===== config.mk =====
export PLATFORM = sky130hd
export DESIGN_NAME = regfile_mp
export DESIGN_NICKNAME = d
export VERILOG_FILES = /design/src/rtl/regfile_mp.sv
export SDC_FILE = /design/constraint.sdc
export NUM_CORES = 2
export LEC_CHECK = 0
export CAP_MARGIN = 20
export CORE_MARGIN = 1
export CORE_UTILIZATION = 43
export DETAILED_ROUTE_END_ITERATION = 12
export PLACE_DENSITY_LB_ADDON = 0.05
export SYNTH_ARGS = -nofsm -noshare
export SYNTH_HDL_FRONTEND = slang
export SYNTH_SLANG_ARGS = --single-unit

===== constraint.sdc =====
create_clock -name clk -period 8.67 [get_ports clk]
set_clock_uncertainty 0.15 [all_clocks]
set_input_delay 1.734 -clock clk [delete_from_list [all_inputs] [get_ports clk]]
set_output_delay 1.734 -clock clk [all_outputs]
set_load 0.02 [all_outputs]

===== src/rtl/regfile_mp.sv =====
// regfile_mp -- parametrised multi-port register file with write-to-read
// bypass and a per-register busy scoreboard for pipeline interlock.
//
// Parameters: DATA_W (data width), ADDR_W (depth = 2**ADDR_W), NRD (read
// ports, 1..4), ZERO_REG (1 = register 0 is hardwired zero, never busy).
//
// Ports:
//   clk, clr               clock, synchronous active-high reset
//   rd_addr/rd_data/rd_busy packed read ports, port i at slice i
//   we0/wn0/d0             write port 0
//   we1/wn1/d1             write port 1 (wins on same-address collision)
//   iss_en/iss_wn          issue: mark destination register busy
//   wconflict              sticky same-address dual-write flag, only when
//                          REGFILE_WCONFLICT_EN is defined
//
// Optional feature macro: REGFILE_WCONFLICT_EN.

// Per-read-port resolution: bypass priority, busy override, zero register.
module regfile_mp_rdport #(
  parameter int DATA_W   = 32,
  parameter int ADDR_W   = 5,
  parameter int ZERO_REG = 1
) (
  input  logic              clr,
  input  logic [ADDR_W-1:0] addr,
  input  logic [DATA_W-1:0] arr_data,
  input  logic              arr_busy,
  input  logic              we0,
  input  logic [ADDR_W-1:0] wn0,
  input  logic [DATA_W-1:0] d0,
  input  logic              we1,
  input  logic [ADDR_W-1:0] wn1,
  input  logic [DATA_W-1:0] d1,
  input  logic              iss_en,
  input  logic [ADDR_W-1:0] iss_wn,
  output logic [DATA_W-1:0] data,
  output logic              busy
);
  // Enables arriving here are already qualified by clr and the zero register,
  // so bypass switches off by itself during reset.
  logic hit0, hit1, hit_iss, zero;

  assign hit0    = we0 && (wn0 == addr);
  assign hit1    = we1 && (wn1 == addr);
  assign hit_iss = iss_en && (iss_wn == addr);
  assign zero    = (ZERO_REG != 0) && (addr == '0);

  always_comb begin
    data = arr_data;
    busy = arr_busy;
    if (hit1)      data = d1;
    else if (hit0) data = d0;
    // Bypassed data is valid unless a new producer claims the register now.
    if ((hit0 || hit1) && !hit_iss) busy = 1'b0;
    if (clr) busy = 1'b0;
    if (zero) begin
      data = '0;
      busy = 1'b0;
    end
  end
endmodule

module regfile_mp #(
  parameter int DATA_W   = 32,
  parameter int ADDR_W   = 5,
  parameter int NRD      = 2,
  parameter int ZERO_REG = 1
) (
  input  logic                  clk,
  input  logic                  clr,
  input  logic [NRD*ADDR_W-1:0] rd_addr,
  output logic [NRD*DATA_W-1:0] rd_data,
  output logic [NRD-1:0]        rd_busy,
  input  logic                  we0,
  input  logic [ADDR_W-1:0]     wn0,
  input  logic [DATA_W-1:0]     d0,
  input  logic                  we1,
  input  logic [ADDR_W-1:0]     wn1,
  input  logic [DATA_W-1:0]     d1,
  input  logic                  iss_en,
  input  logic [ADDR_W-1:0]     iss_wn
`ifdef REGFILE_WCONFLICT_EN
  , output logic                wconflict
`endif
);
  localparam int DEPTH = 1 << ADDR_W;

  logic [DEPTH-1:0][DATA_W-1:0] regs;
  logic [DEPTH-1:0]             busy;

  // Qualified enables: nothing takes effect under clr or targets the zero reg.
  logic we0_e, we1_e, iss_e;
  assign we0_e = we0 && !clr && !((ZERO_REG != 0) && (wn0 == '0));
  assign we1_e = we1 && !clr && !((ZERO_REG != 0) && (wn1 == '0));
  assign iss_e = iss_en && !clr && !((ZERO_REG != 0) && (iss_wn == '0));

  always_ff @(posedge clk) begin
    if (clr) begin
      regs <= '0;
      busy <= '0;
    end else begin
      // Port 1 is assigned last so it wins a same-address collision.
      if (we0_e) regs[wn0] <= d0;
      if (we1_e) regs[wn1] <= d1;
      for (int r = 0; r < DEPTH; r++) begin
        if (iss_e && (iss_wn == ADDR_W'(r)))
          busy[r] <= 1'b1;
        else if ((we0_e && (wn0 == ADDR_W'(r))) || (we1_e && (wn1 == ADDR_W'(r))))
          busy[r] <= 1'b0;
      end
    end
  end

`ifdef REGFILE_WCONFLICT_EN
  always_ff @(posedge clk) begin
    if (clr)
      wconflict <= 1'b0;
    else if (we0 && we1 && (wn0 == wn1) && !((ZERO_REG != 0) && (wn0 == '0)))
      wconflict <= 1'b1;
  end
`endif

  for (genvar i = 0; i < NRD; i++) begin : g_rd
    logic [ADDR_W-1:0] addr;
    assign addr = rd_addr[i*ADDR_W +: ADDR_W];

    regfile_mp_rdport #(
      .DATA_W   (DATA_W),
      .ADDR_W   (ADDR_W),
      .ZERO_REG (ZERO_REG)
    ) u_rd (
      .clr      (clr),
      .addr     (addr),
      .arr_data (regs[addr]),
      .arr_busy (busy[addr]),
      .we0      (we0_e),
      .wn0      (wn0),
      .d0       (d0),
      .we1      (we1_e),
      .wn1      (wn1),
      .d1       (d1),
      .iss_en   (iss_e),
      .iss_wn   (iss_wn),
      .data     (rd_data[i*DATA_W +: DATA_W]),
      .busy     (rd_busy[i])
    );
  end
endmodule

==> run metrics <==
crit path kind=input port to primary output; maximum number of pins on one net before global-route repair=137; post-CTS setup buffers=0; worst reg2reg path depth=2; GP Congestion=0.900; Slew @ Worst Pin=around 1.3 ns; Final min period=8.26 ns; capture point of the worst reg-to-reg path=regs[926]$_SDFF_PP0_; number of synthesized flops with an enable pin=0; Synth Flop Type=dfxtp_1; area of the multi-input gates=0.0398 mm^2; final core utilization=0.478; Rows=142; first-pass GRT wire length=457000 um; Distinct cells, synth=64; synthesized area=0.0649 mm^2; Setup crit start kind=input port; Fill cells=13900; boundary pin count=160; Ys Warns=0; r2r startpoint=regs[926]$_SDFF_PP0_; H-Tree Depth=4; Die ar.=about 0.15 mm^2; Yosys reg bits=1056; CTS Buf Count=133; crit end category=primary output; RSZ-0062 raised after global routing=false; Post-DRT Antenna Nets=0; Initial DRC Count=9185; Worst Setup SP=rd_addr[9]; clk slew on worst S/H paths=0.05 ns; Final setup viols=0; post-route DRC violation count=0; Reg2Reg Setup Slack=7.61 ns; I/O Buffers=159; initial core utilization=0.433; CTS resizes=0; GRT Residual Overflow=0; PwrDens=167 mW/mm^2; Routed WL=~330000 um; Final HPWL DP=181000 um; clock tree buffer depth=3; Setup TNS Final=0 ns; min-delay src=regs[20]$_SDFF_PP0_; Nets=6679; routed length per instance=around 38 um; crit path DAT=6.37 ns; Die Ht=390 um; gr usage total=0.419; asr flop ratio synth=0; TritonCTS clock tree=built; final hold violation count=0; P_leak=24.6 nW; initial antenna violation count=7; worst rel slew slack=0.0937; Hold Path Class=flop to flop; DRT Pass-1 Iters=7; fin crit share=0.952; routed via count=62500; register area share after synthesis=0.326; fmax=121 MHz; worst skew pair latency=0.78 ns; vias in the first global route=58200; Root Driver=clkbuf_16; area grow syn2layout=10.5%; Seq. cell area=0.0211 mm^2; status=complete, no violations; # hold bufs at CTS=0; Worst VDD drop=approximately 0.15 mV; share of layout cells above drive strength 1=0.146; Via density=7.18; Synthesized Nets=7135; Clock Sinks=1056; fin. max-slew vios=0; Crit path required time=between 6 and 7 ns; Mapped Avg Cell Area=9.21 um^2; maximum fanout along the worst path=32; die width=390 um; pre-CTS WS=0.882 ns; termination of the worst setup path=rd_data[60]; final setup margin=0.415 ns; max_cap viols=0; core area=0.150 mm^2; cells after synthesis=7041
-- layout by cell type, fill, tap and decap left out, types with 16 or more instances in the layout --
| cell | n |
|---|---|
| dfxtp_1 | 1056 |
| nor2_1 | 1033 |
| mux2i_1 | 842 |
| a211oi_1 | 697 |
| nand2_1 | 422 |
| nand3_1 | 409 |
| mux4_2 | 406 |
| a311oi_1 | 400 |
| buf_4 | 230 |
| clkdlybuf4s50_1 | 149 |
| clkbuf_16 | 141 |
| o221ai_1 | 94 |
| a22o_1 | 93 |
| a21oi_1 | 73 |
| nor3_1 | 62 |
| nor2b_1 | 41 |
| clkbuf_1 | 36 |
| and3_1 | 34 |
| o22ai_1 | 32 |
| a22oi_1 | 31 |
| a221o_1 | 31 |
| inv_1 | 30 |
| clkbuf_8 | 26 |
| o31ai_1 | 25 |
| buf_12 | 24 |
| nand2_4 | 22 |
| a211oi_2 | 21 |
| a32oi_1 | 19 |
| clkinv_2 | 19 |
| xnor2_1 | 16 |
-- synth_stat cells, types with 31 or more instances --
cell	instances	share of area
a211oi_1	697	0.081
a21oi_1	73	0.0056
a221o_1	31	0.0048
a22o_1	93	0.013
a22oi_1	31	0.0036
a311oi_1	400	0.054
and3_1	35	0.0034
buf_1	119	0.0069
buf_2	187	0.014
clkbuf_1	622	0.036
dfxtp_1	1056	0.33
mux2i_1	842	0.13
mux4_2	406	0.14
nand2_1	455	0.026
nand3_1	421	0.032
nor2_1	1039	0.060
nor2b_1	43	0.0041
nor3_1	65	0.0050
o221ai_1	94	0.013
o22ai_1	32	0.0031
-- where the power goes --
part	total, W	internal, W	switching (W)
Combinational	0.00138	0.000404	0.000973
Clock	0.00564	0.00329	0.00235
Sequential	0.00495	0.00491	0.0000404
-- routing by layer --
metal | vias to the layer above | routed length [um] | global-route usage
met3 | 1047 | 36400 | 0.101
li1 | 25700 | - | -
met2 | 4362 | 139000 | 0.613
met1 | 31300 | 128000 | 0.550
met5 | - | 49 | 0
met4 | 8 | 23700 | 0.267
-- registers in the layout, indices dropped and copies added (netlist names) --
| signal | cells |
|---|---|
| busy | 32 |
| regs | 1024 |
-- stage by stage --
step	std cells	instance area (um^2)	hold WS (ns)	total power, W
5_1_grt	8695	71600	0.342	0.0122
6_report	8698	71600	0.329	0.0120
4_1_cts	8693	71600	0.328	0.0119
3_3_place_gp	8464	67400	0.313	0.00637
3_5_place_dp	8465	67400	0.319	0.00638
2_1_floorplan	7041	64900	0.301	0.00582
-- worst max-delay path, stage by stage --
cell and delay, ns:
clkdlybuf4s50_1 0.77, buf_4 0.35, nor2_4 0.46, buf_4 0.68
a22o_1 0.29, a211oi_1 0.07, o31ai_1 1.09, clkdlybuf4s50_1 0.80
-- cells by family (layout without fill, tap and decap cells) --
| logic type | Yosys count | in the layout | synth area share |
|---|---|---|---|
| flip-flops | 1056 | 1056 | 0.326 |
| buffers and inverters | 1034 | 671 | 0.0683 |
| multiplexers | 1249 | 1249 | 0.271 |
| AO/OA/AOI/OAI | 1542 | 1542 | 0.190 |
| AND/OR/NAND/NOR | 2130 | 2130 | 0.141 |
| other | 0 | 4 | 0 |
| XOR/XNOR | 30 | 30 | 0.00405 |
-- cell type report --
class / instances / share of cell area
diodes: 4 / 0.000140
repair buffers: 412 / 0.0530
multi-input cells: 4951 / 0.556
flip-flops and latches: 1056 / 0.295
clock inverters: 25 / 0.00325
clock buffers: 203 / 0.0561
inverters: 31 / 0.00162
well taps: 2016 / 0.0352
-- how the worst min path moves through the flow --
stage                     slack [ns]  cells past startpoint                    end
after global placement          0.31                      1     regs[2]$_SDFF_PP0_
after floorplan                 0.30                      2  busy[16]$_SDFFE_PP0P_
final                           0.33                      1    regs[20]$_SDFF_PP0_
after CTS                       0.33                      1     regs[5]$_SDFF_PP0_
after global routing            0.34                      1   busy[0]$_SDFFE_PP0P_
after detailed placement        0.32                      1     regs[6]$_SDFF_PP0_
No activity file was read; power rests on OpenSTA's default activity.
